`src/rtl/ct_fcnvt_ftoi_rnd.sv`:
```
// Float-to-integer round/saturate stage: S1 applies the rounding increment to the
// aligned magnitude, S2 range-checks, saturates or negates, and registers result + NV/NX.
module ct_fcnvt_ftoi_rnd (
  input  logic        forever_cpuclk,
  input  logic        cpurst,
  input  logic        pipe_flush,
  input  logic        in_vld,
  output logic        in_rdy,
  input  logic [63:0] in_v,
  input  logic [53:0] in_x,
  input  logic        in_sign,
  input  logic [2:0]  in_rm,
  input  logic [1:0]  in_dtype,
  input  logic        in_nan,
  input  logic        in_inf,
  output logic        out_vld,
  input  logic        out_rdy,
  output logic [63:0] out_result,
  output logic        out_nv,
  output logic        out_nx
);

  typedef enum logic [2:0] {
    RM_RNE = 3'd0,
    RM_RTZ = 3'd1,
    RM_RDN = 3'd2,
    RM_RUP = 3'd3,
    RM_RMM = 3'd4
  } rm_e;

  typedef enum logic [1:0] {
    DT_W  = 2'd0,
    DT_WU = 2'd1,
    DT_L  = 2'd2,
    DT_LU = 2'd3
  } dtype_e;

  // ---------------------------------------------------------------- handshake
  logic s1_vld_q;
  logic s2_vld_q;
  logic s2_adv;
  logic s1_load;

  assign s2_adv  = !s2_vld_q || out_rdy;
  assign in_rdy  = !s1_vld_q || s2_adv;
  assign s1_load = in_vld && in_rdy && !pipe_flush;

  // ---------------------------------------------------------------- S1 rounding
  logic        g;
  logic        s;
  logic        inc;
  logic [64:0] m_d;

  // NOTE: every variable assigned in always_comb gets a default first, so no path infers a latch.
  always_comb begin
    g   = in_x[53];
    s   = |in_x[52:0];
    inc = 1'b0;
    case (in_rm)
      RM_RTZ:  inc = 1'b0;
      RM_RDN:  inc = in_sign && (g || s);
      RM_RUP:  inc = !in_sign && (g || s);
      RM_RMM:  inc = g;
      default: inc = g && (s || in_v[0]);  // RNE, and the reserved encodings 5-7
    endcase
    m_d = {1'b0, in_v} + {64'd0, inc};
  end

  logic [64:0] s1_m_q;
  logic        s1_sign_q;
  dtype_e      s1_dtype_q;
  logic        s1_nan_q;
  logic        s1_inf_q;
  logic        s1_gs_q;

  // NOTE: sequential state uses non-blocking assignments so every register samples pre-edge values.
  always_ff @(posedge forever_cpuclk) begin
    if (cpurst || pipe_flush) begin
      s1_vld_q <= 1'b0;
    end else if (in_rdy) begin
      s1_vld_q <= in_vld;
    end
  end

  // NOTE: payload registers carry no reset; the valid bit alone says whether they mean anything.
  always_ff @(posedge forever_cpuclk) begin
    if (s1_load) begin
      s1_m_q     <= m_d;
      s1_sign_q  <= in_sign;
      s1_dtype_q <= dtype_e'(in_dtype);
      s1_nan_q   <= in_nan;
      s1_inf_q   <= in_inf;
      s1_gs_q    <= |in_x;
    end
  end

  // ---------------------------------------------------------------- S2 range / saturate
  logic [63:0] pos_sat;
  logic [63:0] neg_sat;
  logic        ovf;
  logic [63:0] mag_res;
  logic [63:0] int_res;
  logic [63:0] result_d;
  logic        nv_d;
  logic        nx_d;

  always_comb begin
    pos_sat = '1;
    neg_sat = '0;
    ovf     = 1'b0;
    case (s1_dtype_q)
      DT_W: begin
        pos_sat = 64'h0000_0000_7FFF_FFFF;
        neg_sat = 64'hFFFF_FFFF_8000_0000;
        ovf     = s1_sign_q ? (s1_m_q > 65'h0_0000_0000_8000_0000)
                            : (s1_m_q > 65'h0_0000_0000_7FFF_FFFF);
      end
      DT_WU: begin
        pos_sat = '1;
        neg_sat = '0;
        ovf     = s1_sign_q ? (s1_m_q != 65'd0)
                            : (s1_m_q > 65'h0_0000_0000_FFFF_FFFF);
      end
      DT_L: begin
        pos_sat = 64'h7FFF_FFFF_FFFF_FFFF;
        neg_sat = 64'h8000_0000_0000_0000;
        ovf     = s1_sign_q ? (s1_m_q > 65'h0_8000_0000_0000_0000)
                            : (s1_m_q > 65'h0_7FFF_FFFF_FFFF_FFFF);
      end
      default: begin
        pos_sat = '1;
        neg_sat = '0;
        ovf     = s1_sign_q ? (s1_m_q != 65'd0) : s1_m_q[64];
      end
    endcase

    mag_res = s1_sign_q ? (64'd0 - s1_m_q[63:0]) : s1_m_q[63:0];
    // 32-bit destinations are returned sign-extended from bit 31, even for WU.
    if (s1_dtype_q == DT_W || s1_dtype_q == DT_WU) begin
      int_res = {{32{mag_res[31]}}, mag_res[31:0]};
    end else begin
      int_res = mag_res;
    end

    nv_d = s1_nan_q || s1_inf_q || ovf;
    nx_d = !nv_d && s1_gs_q;
    if (s1_nan_q) begin
      result_d = pos_sat;
    end else if (s1_inf_q || ovf) begin
      result_d = s1_sign_q ? neg_sat : pos_sat;
    end else begin
      result_d = int_res;
    end
  end

  logic [63:0] s2_result_q;
  logic        s2_nv_q;
  logic        s2_nx_q;

  // Output registers only load on an S1->S2 move, so a stalled result holds stable.
  always_ff @(posedge forever_cpuclk) begin
    if (cpurst) begin
      s2_vld_q    <= 1'b0;
      s2_result_q <= '0;
      s2_nv_q     <= 1'b0;
      s2_nx_q     <= 1'b0;
    end else begin
      if (pipe_flush) begin
        s2_vld_q <= 1'b0;
      end else if (s2_adv) begin
        s2_vld_q <= s1_vld_q;
      end
      if (s2_adv && s1_vld_q && !pipe_flush) begin
        s2_result_q <= result_d;
        s2_nv_q     <= nv_d;
        s2_nx_q     <= nx_d;
      end
    end
  end

  assign out_vld    = s2_vld_q;
  assign out_result = s2_result_q;
  assign out_nv     = s2_nv_q;
  assign out_nx     = s2_nx_q;

endmodule

```
`config.mk`:
```
export PLATFORM = sky130hd
export DESIGN_NAME = ct_fcnvt_ftoi_rnd
export DESIGN_NICKNAME = d
export VERILOG_FILES = /design/src/rtl/ct_fcnvt_ftoi_rnd.sv
export SDC_FILE = /design/constraint.sdc
export NUM_CORES = 1
export LEC_CHECK = 0
export BUFFER_PORTS_ARGS = -buffer_cell sky130_fd_sc_hd__buf_2
export CORE_MARGIN = 2
export CORE_UTILIZATION = 35
export CTS_CLUSTER_SIZE = 10
export DETAILED_ROUTE_END_ITERATION = 8
export GPL_ROUTABILITY_DRIVEN = 1
export GPL_TIMING_DRIVEN = 1
export HOLD_SLACK_MARGIN = 0.06
export PLACE_DENSITY = 0.62
export SYNTH_ARGS = -nofsm -noshare
export SYNTH_HDL_FRONTEND = slang
export SYNTH_SLANG_ARGS = --single-unit
export TNS_END_PERCENT = 10
```
`constraint.sdc`:
```
create_clock -name forever_cpuclk -period 4.7 [get_ports forever_cpuclk]
set_input_delay 1.175 -clock forever_cpuclk [delete_from_list [all_inputs] [get_ports forever_cpuclk]]
set_output_delay 1.175 -clock forever_cpuclk [all_outputs]
set_load 0.01 [all_outputs]
```
==> flow_summary.yaml <==
outcome:
  status: "finished, final reports clean"
clock_tree:
  post_cts_buffers: 0
  cts_resized: 0
  cts_tree: "done"
  clk_pin_slew_ps: 60
  root_buffer: "clkbuf_16"
  htreeDepth: 4
  cts-buffers-inserted: 17
  postCtsHoldBufs: 0
  clock_tree.buffer_depth: 2
  cts.sinks: 139
  clkLatencyLatePin_ps: 430
finish:
  nFillCells: 2310
  finalNonFillerCells: 1455
  most-common-layout-cells: "198 x buf_2, 112 x nor2_1, 83 x xnor2_1"
  register_area_um2: 3493
  area_delta_synth_final_pct: 22.46
  final_common_cell: "buf_2"
  layout-drive-gt1-share: 0.2381
  nNetsFinal: 1257
  multi_input_area_um2: 4702
floorplan:
  die-area_um2: 25500
  chipWidth_um: 159.7
  core.rowCount: 56
  coreArea_um2: 23610
  start_util: 0.3593
  die_h_um: 159.7
  ios: 199
min_path:
  hold_depth: 2
  min-delay-start: "out_nx"
  hold_class: "flip-flop to flip-flop"
  hold-path-endpoint: "out_nx"
synth:
  syn-instance-count: 940
  ys_types: 66
  synth.yosys.seq_area_share: 0.4118
  avgSynthCellArea_um2: 9.025
  syn_nets: 1075
  ys_warn_count: 0
  async_flop_share: 0
  synth_ff_type: "edfxtp_1"
  syn-cell-area_um2: 8483
  synth_edf_count: 71
  synth_seq_cells: 139
placement:
  numPortBuffers: 198
  post-place-ws_ps: 275.5
  place_inst: 1422
  dp.final_hpwl_um: 20110
  gp_congestion: 0.8871
power:
  power_density_nw_per_um2: 307.7
  p_leak_uw: 0.003626
  ir_drop_mv: 0.2062
  power_uw: 3197
setup_path:
  max_stage_delay_ps: 670
  worst-path-buf-inv: 1
  worst_path_max_delay_cell: "o31a_1"
  r2r_slack_ps: 560
  critPathTopFamily: "compound AO/OA/AOI/OAI gates"
  path_max_fanout: 18
  rr_worst_depth: 9
  cp-start-kind: "flip-flop"
  cp-end-kind: "flip-flop"
  cp.required_ps: 5000
  crit_type: "flip-flop to flip-flop"
  crit_arrival_ps: 4440
  timing.rr.end: "out_result[0]"
  crit_chain: "nand4_1 -> nor4_1 -> nand2_1 -> or4_1 -> a311oi_1 -> o31a_1 -> nor3_1 -> buf_4 -> a2111oi_0"
  worstReg2RegStart: "s1_m_q[19]"
timing:
  fin_skew_ps: 15.37
  fin_tns_setup_ps: 0
  setup_ws_ps: 560.6
  setup_viol: 0
  hold_violations: 0
  tightest_slew_ps: 916.8
  period_share: 0.8807
  slew_violations: 0
  layout_min_cycle_time_ps: 4139
  rsz0062_at_grt: "no"
  slew-limit-headroom: 0.3888
  max_freq_ghz: 0.2416
global_route:
  grt_antenna_before_repair: 2
  overflow: 0
  grt_max_degree: 67
  first_global_vias: 7491
  track_usage: 0.2039
  grt_pass1_wl_um: 41440
drt:
  drt_iter0_markers: 602
  route.detailed.drc: 0
  drtPass1Iterations: 5
  viasPerCell: 5.502
  avgRoutedWirePerCell_um: 17.97
  wirelength_um: 26150
  postRouteAntennaNets: 0
  num_vias: 8005
job:
  maxCapViolations: 0
[state kept, by name, summed over array words and instances (netlist names)]
name and flops:
s1_inf_q 1, s1_m_q 65, s1_dtype_q 2, out_nx 1, s1_gs_q 1, out_result 64, s1_nan_q 1, s1_sign_q 1
out_nv 1, s1_vld_q 1, out_vld 1
[worst max path at each step]
stage                     depth (start not counted)  slack [ps]       start              to
after global routing                              9         240  s1_m_q[19]  out_result[12]
after CTS                                         9         610  s1_m_q[19]   out_result[0]
after floorplan                                  16         890    in_rm[0]      s1_m_q[58]
after detailed placement                         18         280    in_x[18]      s1_m_q[58]
after global placement                           17         280    in_x[40]      s1_m_q[56]
final                                             9         560  s1_m_q[19]   out_result[0]
[tightest hold or removal path, cell delays in order (launching register included)]
cell     delay [ps]
dfxtp_1         310
nand2_1          50
a21oi_1          50
[synth_stat cells, drive strengths merged, types with 29 or more instances]
cell,count,area share
a211oi,36,0.033
dfxtp,68,0.16
o31ai,29,0.028
clkbuf,41,0.018
nand2,66,0.029
nand4,36,0.027
xnor2,83,0.086
nor2,112,0.050
nand3,39,0.023
nor3,31,0.018
nor4,43,0.032
edfxtp,71,0.25
[cells by family (layout without fill, tap and decap cells)]
group	count (synthesis)	in the layout	share of synthesized area
compound gates	198	198	0.1736
xor+xnor	111	111	0.1146
fa+ha+maj	4	4	0.005900
buf+inv	71	265	0.03466
flops	139	139	0.4118
mux	8	8	0.01003
other cells	0	2	0
simple gates	409	409	0.2494
[metal layers]
layer  up-vias  share of wire  track usage
met4         0          0.023      0.07686
met1      3700           0.47       0.2898
li1       3941              -            -
met2       324           0.44       0.3081
met5         -              0            0
met3        40          0.064      0.03688
[cell type report]
type	instances	share of cell area
multi-input combinational	730	0.4526
antenna	2	0.0004818
inverter	15	0.005420
tap	319	0.03842
clock buffer	17	0.04095
timing repair buffer	219	0.1118
sequential	139	0.3363
clock inverter	14	0.01409
[through the flow]
stage | area [µm²] | hold WS (ps) | utilization
CTS | 10380 | 455.8 | 0.4398
detailed placement | 9812 | 447.5 | 0.4155
floorplan | 8483 | 476.2 | -
finish | 10390 | 451.7 | 0.4400
global route | 10390 | 488.5 | 0.4400
global placement | 9812 | 440.8 | 0.4155
[report_power, final]
| part | total [µW] | switching, µW | leakage [µW] | internal (µW) |
|---|---|---|---|---|
| Sequential | 1440 | 89.2 | 0.00122 | 1350 |
| Clock | 1310 | 529 | 0.000267 | 779 |
| Combinational | 452 | 264 | 0.00214 | 187 |
No activity file was read; power rests on OpenSTA's default activity.
